## src/rtl/ky32_irq_ctrl.sv

```systemverilog
// KY32 eight-line interrupt controller: edge/level request latching, masking,
// priority selection with in-service preemption, and a req/ack handshake to the core.

module KY32_encoder8x3 (
    input  logic [7:0] req,
    output logic [2:0] code,
    output logic       any
);
    // Ascending scan so the highest set index is the last one written.
    always_comb begin
        code = 3'd0;
        any  = |req;
        for (int i = 0; i < 8; i++) begin
            if (req[i]) begin
                code = i[2:0];
            end
        end
    end
endmodule

module ky32_irq_ctrl (
    input  logic       clk,
    input  logic       rst,
    input  logic [7:0] irq_in,
    input  logic       cfg_we,
    input  logic [1:0] cfg_addr,
    input  logic [7:0] cfg_wdata,
    output logic [7:0] cfg_rdata,
    output logic       irq_req,
    output logic [2:0] irq_vec,
    input  logic       irq_ack,
    input  logic       eoi
);
    typedef enum logic {
        IDLE,
        REQ
    } state_t;

    state_t     state, state_next;
    logic [7:0] mask, mode, pend, insv, hist;
    logic [7:0] cand, pend_next, insv_next;
    logic [7:0] ack_bit, eoi_bit, wr_clr, edge_set, edge_kept;
    logic [2:0] win, top, vec_next;
    logic       cand_any, insv_any, eligible, ack_fire, req_next;

    KY32_encoder8x3 u_win_enc (
        .req  (cand),
        .code (win),
        .any  (cand_any)
    );

    KY32_encoder8x3 u_top_enc (
        .req  (insv),
        .code (top),
        .any  (insv_any)
    );

    assign cand     = pend & mask;
    assign eligible = cand_any && (!insv_any || (win > top));
    assign ack_fire = (state == REQ) && irq_ack;

    // Edge set is applied last so it beats an ack or write-1 clear in the same cycle.
    always_comb begin
        ack_bit   = ack_fire ? (8'd1 << irq_vec) : 8'd0;
        eoi_bit   = (eoi && insv_any) ? (8'd1 << top) : 8'd0;
        wr_clr    = (cfg_we && cfg_addr == 2'd2) ? cfg_wdata : 8'd0;
        edge_set  = irq_in & ~hist;
        edge_kept = (pend & ~(ack_bit | wr_clr)) | edge_set;
        pend_next = (mode & edge_kept) | (~mode & irq_in);
        insv_next = (insv & ~eoi_bit) | ack_bit;
    end

    always_comb begin
        state_next = state;
        req_next   = irq_req;
        vec_next   = irq_vec;
        case (state)
            IDLE: begin
                req_next = 1'b0;
                if (eligible) begin
                    state_next = REQ;
                    req_next   = 1'b1;
                    vec_next   = win;
                end
            end
            REQ: begin
                if (irq_ack) begin
                    state_next = IDLE;
                    req_next   = 1'b0;
                end else if (eligible) begin
                    vec_next = win;
                end else begin
                    state_next = IDLE;
                    req_next   = 1'b0;
                end
            end
            default: begin
                state_next = IDLE;
                req_next   = 1'b0;
            end
        endcase
    end

    always_ff @(posedge clk) begin
        if (rst) begin
            state   <= IDLE;
            mask    <= 8'h00;
            mode    <= 8'h00;
            pend    <= 8'h00;
            insv    <= 8'h00;
            hist    <= 8'hFF;
            irq_req <= 1'b0;
            irq_vec <= 3'd0;
        end else begin
            state   <= state_next;
            pend    <= pend_next;
            insv    <= insv_next;
            hist    <= irq_in;
            irq_req <= req_next;
            irq_vec <= vec_next;
            if (cfg_we && cfg_addr == 2'd0) begin
                mask <= cfg_wdata;
            end
            if (cfg_we && cfg_addr == 2'd1) begin
                mode <= cfg_wdata;
            end
        end
    end

    always_comb begin
        case (cfg_addr)
            2'd0:    cfg_rdata = mask;
            2'd1:    cfg_rdata = mode;
            2'd2:    cfg_rdata = pend;
            default: cfg_rdata = insv;
        endcase
    end
endmodule

```

## config.mk

```make
export PLATFORM = sky130hd
export DESIGN_NAME = ky32_irq_ctrl
export DESIGN_NICKNAME = d
export VERILOG_FILES = /design/src/rtl/ky32_irq_ctrl.sv
export SDC_FILE = /design/constraint.sdc
export NUM_CORES = 1
export LEC_CHECK = 0
export BUFFER_PORTS_ARGS = -buffer_cell sky130_fd_sc_hd__buf_2
export CAP_MARGIN = 20
export CELL_PAD_IN_SITES_DETAIL_PLACEMENT = 1
export CELL_PAD_IN_SITES_GLOBAL_PLACEMENT = 1
export CORE_ASPECT_RATIO = 0.6
export CORE_MARGIN = 4
export CORE_UTILIZATION = 43
export DETAILED_ROUTE_END_ITERATION = 6
export PLACE_DENSITY = 0.87
export REMOVE_ABC_BUFFERS = 1
export SLEW_MARGIN = 20
export SYNTH_ARGS = -nofsm -noshare
export SYNTH_HDL_FRONTEND = slang
export SYNTH_SLANG_ARGS = --single-unit
export TNS_END_PERCENT = 1
```

## constraint.sdc

```tcl
create_clock -name clk -period 5.5 [get_ports clk]
set_input_delay 1.1 -clock clk [delete_from_list [all_inputs] [get_ports clk]]
set_output_delay 1.1 -clock clk [all_outputs]
set_load 0.03 [all_outputs]
```

* Word-level counts from Yosys, hierarchy flattened
Index checks and enable logic that the tools add are counted.
** Operators by class
- Magnitude comparators :: 1
- Equal/unequal tests :: 4
- Shift operators :: 2
- Multiplexer cells :: 27
- Bitwise logic cells :: 15
- Reductions and logical operators :: 11
** Operators with widths (count)
- $and A8 B8 Y8 :: 6
- $not A8 Y8 :: 4
- $or A8 B8 Y8 :: 4
- $mux W3 :: 10
- $mux W8 :: 3
- $pmux W8 S3 :: 1
- $reduce_or A8 Y1 :: 2
- $shl A1 B3 Y8 const A :: 2
- $mux W2 :: 4
- $logic_and A1 B1 Y1 :: 6
- $mux W1 :: 6
- $pmux W3 S2 :: 1
- $pmux W1 S2 :: 2
- $gt A3 B3 Y1 :: 1
- $ne A3 B3 Y1 const B :: 1
- $eq A2 B1 Y1 const B :: 1
- $eq A2 B2 Y1 const B :: 1
- $logic_not A2 Y1 :: 1
- $ne A2 B2 Y1 const B :: 1
- $logic_not A1 Y1 :: 1
- $logic_or A1 B1 Y1 :: 1
- $not A1 Y1 :: 1
** Word-level totals
- Bits in registers :: 45
- Bits of input ports :: 23
- Output and inout port bits :: 12
- Word-level logic and storage cells :: 68

* Longest topological paths before layout
- Word-level depth :: 14
- Depth in mapped cells :: 10
- Depth with buffers taken out :: 10

* Modules after synthesis
A second synthesis with hierarchy kept.
** Second synthesis, totals
- Cell total of the unflattened synthesis :: 236
- Area total of the unflattened synthesis :: 2205.9 um^2
** By module, submodules not included
- ky32_irq_ctrl :: times used 1, cells an instance 212, area an instance 2073.2 um^2, seq. area each 900.9 um^2
- KY32_encoder8x3 :: times used 2, cells an instance 12, area an instance 66.3 um^2, seq. area each 0.0 um^2

* Worst setup path after synthesis
No wires, ideal clock.
- Kind :: in2out
- Start point :: input cfg_addr[1]
- End point :: output cfg_rdata[7]
- Arrival time :: 2.081 ns
- Setup slack :: 2.319 ns
- Cell stages on the path :: 2
- Path buffers :: 1
- Cell sequence :: buf_2 > mux4_1
** On the way
- Longest elaborated chain between the ends :: 2
- Elaborated cells between the ends (all ways) :: 4
- Classes of those cells :: eq/ne: 2; mux: 1; reduce/logical: 1
** RTL lines
- from (decl) :: RTL line 26 : input logic [1:0] cfg_addr,
- $eq A2 B2 Y1 (tied with other cells) :: RTL line 131 : case (cfg_addr)
- $pmux W8 S3 (*) :: RTL line 131
- to (decl) :: RTL line 28 : output logic [7:0] cfg_rdata,
Mark *: on every way between the ends. The rest lies on a longest branch, timed or not.

* Worst setup path after layout
Ends and elaborated chain as after synthesis.

==> flow_summary.yaml <==
routing:
  drt_iter0_drc: 131
  vias_per_cell: 5.73
  avgRoutedWirePerCell_um: 17.7
  detail_route.wirelength_mm: 5.69
  drt_first_pass_iters: 4
  route.detailed.drc: 0
  vias: 1838
  ant_nets: 0
cts:
  cts_tree: "done"
  clockBufferDepth: 2
  clock-sinks: 45
  cts_root_buf: "clkbuf_8"
  numCtsBuffers: 5
  postCtsHoldBufs: 0
  cts_resized: 0
  h-tree-depth: 2
  clk_latency_ns: 0.30
  cts_setup_buffers: 0
  clk_pin_slew_worst_paths_ns: 0.09
floorplan:
  fp-row-count: 19
  fp.dieW_um: 98.1
  die_h_um: 62.0
  boundaryPins: 35
  dieArea_um2: 6090
  core_um2: 4640
  initial_core_util: 0.452
power:
  finalPower_mw: 0.649
  p_leak_nw: 0.990
  peakVddDrop_mv: 0.146
  power_density_nw_per_um2: 272
worst_hold_path:
  hold_depth: 3
  min_to: "pend[1]$_SDFF_PP0_"
  hp-class: "register to register"
  hold_start: "hist[1]$_SDFF_PP1_"
setup_path:
  r2r_slack_ns: 3.04
  critPathMaxFanout: 11
  path_class: "input pin to primary output"
  cp_data_required_time_ns: 4.40
  reg2reg_from: "pend[2]$_SDFF_PP0_"
  worst_r2r_endpoint: "irq_vec[1]$_SDFFE_PP0P_"
  end_kind: "primary output"
  r2r_cells: 9
  startpoint_type: "input pin"
  arrival_ns: 2.17
global_route:
  grt_max_degree: 47
  grt_pass1_vias: 1798
  grt_overflow: 0
  track_usage: 0.196
  grt_pass1_wl_mm: 9.03
  antenna_found_initial: 0
cells_and_area:
  drive_gt1_frac: 0.217
  insertedDiodeCount: 0
  fill_cells: 558
  areaGrowthSynthToFinish_pct: 14.2
  layout.nets: 283
placed_design:
  hpwl_mm: 4.15
  io_buffers: 34
  gp_congestion: 0.812
sta:
  fin_crit_sh: 0.595
  max_freq_ghz: 0.306
  hold_viol: 0
  max_slew_margin: 0.445
  skew_ns: 0.00793
  setup_viol: 0
  min_period_ns: 3.27
  worst_pin_slew_ns: 0.833
  slew_violations: 0
  tns_ns: 0
  rsz0062_at_grt: "no"
yosys:
  synth_area_um2: 2090
  synth-seq-cells: 45
  yosysSeqAreaShare: 0.430
  ys_warn_count: 0
  syn_inst: 226
  avgSynthCellArea_um2: 9.26
  yosys.cell_types.count: 40
flow_run:
  drv_cap: 0
status:
  outcome: "finished clean"
-- cells in the final DEF, fill, tap and decap left out, drive strengths merged, types with 2 or more instances in the layout --
cell type / count
mux4: 8
nor3: 4
clkbuf: 7
a21oi: 17
inv: 5
nor2b: 2
nand4: 8
o31ai: 2
a32o: 2
dfxtp: 45
a211oi: 4
nor4: 2
ha: 3
a22oi: 3
nor2: 23
nand3: 4
mux2i: 16
o21ai: 6
buf: 35
or2: 10
nand2: 39
clkinv: 2
-- power breakdown --
group          internal (mW)  leakage [nW]  switching (mW)
clock network          0.114        0.0542           0.110
registers              0.339         0.369          0.0112
logic                 0.0306         0.567          0.0448
-- worst max-delay path: stages --
cell,delay (ns)
buf_2,0.30
mux4_1,0.58
buf_2,0.19
-- layout make-up --
cell class                 count  area, um^2  share of cell area
multi-input combinational    164        1110               0.464
timing repair buffer          35         178              0.0743
tap                           63        78.8              0.0330
clock inverter                 1        5.00             0.00209
inverter                       6        22.5             0.00942
clock buffer                   7        96.3              0.0403
sequential                    45         901               0.377
-- per-stage QoR --
step	area [um^2]	utilization	hold slack, ns	worst slack [ns]	instances
6_report	2390	0.516	0.511	2.23	321
2_1_floorplan	2030	-	0.449	2.61	215
4_1_cts	2390	0.516	0.512	2.21	321
3_5_place_dp	2290	0.494	0.499	2.21	313
3_3_place_gp	2290	0.494	0.489	2.23	313
5_1_grt	2390	0.516	0.541	2.12	321
-- flip-flops by register name (all words and copies together), names as in the netlist --
signal	count
insv	8
hist	8
mode	8
mask	8
pend	8
irq_req	1
irq_vec	3
state	1
-- cell families (layout without fill, tap and decap cells) --
logic type | after synthesis | after routing | synth area share
adders and majority gates | 3 | 3 | 0.0179
muxes | 24 | 24 | 0.164
and+or+nand+nor | 98 | 98 | 0.224
buffers and inverters | 17 | 49 | 0.0400
AOI/OAI and AO/OA | 39 | 39 | 0.123
DFF | 45 | 45 | 0.430
-- synth_stat cells, drive strengths merged --
master | number | area (um^2)
dfxtp | 45 | 901
nand2 | 39 | 146
nor2 | 23 | 86.3
a21oi | 17 | 85.1
mux2i | 16 | 160
or2 | 10 | 62.6
mux4 | 8 | 184
nand4 | 8 | 50.1
clkbuf | 6 | 32.5
o21ai | 6 | 30.0
inv | 5 | 18.8
a211oi | 4 | 40.0
buf | 4 | 20.0
nand3 | 4 | 20.0
nor3 | 4 | 20.0
a22oi | 3 | 22.5
ha | 3 | 37.5
a32o | 2 | 20.0
nor2b | 2 | 12.5
nor4 | 2 | 18.8
o31ai | 2 | 20.0
a2bb2oi | 1 | 8.76
a31o | 1 | 8.76
a31oi | 1 | 6.26
and3b | 1 | 8.76
clkinv | 1 | 3.75
dlygate4sd1 | 1 | 8.76
nand2b | 1 | 6.26
nand3b | 1 | 7.51
nor3b | 1 | 7.51
o21bai | 1 | 7.51
o41ai | 1 | 8.76
or3 | 1 | 11.3
or4 | 1 | 11.3
-- worst max path at each step --
stage	startpoint	end	cells past startpoint
finish	cfg_addr[1]	cfg_rdata[7]	3
global route	cfg_addr[1]	cfg_rdata[7]	3
CTS	cfg_addr[1]	cfg_rdata[7]	3
detailed placement	cfg_addr[1]	cfg_rdata[7]	3
global placement	cfg_addr[1]	cfg_rdata[7]	3
floorplan	cfg_addr[1]	cfg_rdata[7]	1
-- per-layer routing --
layer  GRT usage  wire length [um]  part of all wire
met5           0                 0                 0
met4      0.0572                44            0.0077
met3      0.0647               406             0.071
met2       0.286              2390              0.42
met1       0.278              2850              0.50
Note: power is estimated with default switching activity, not from simulation.
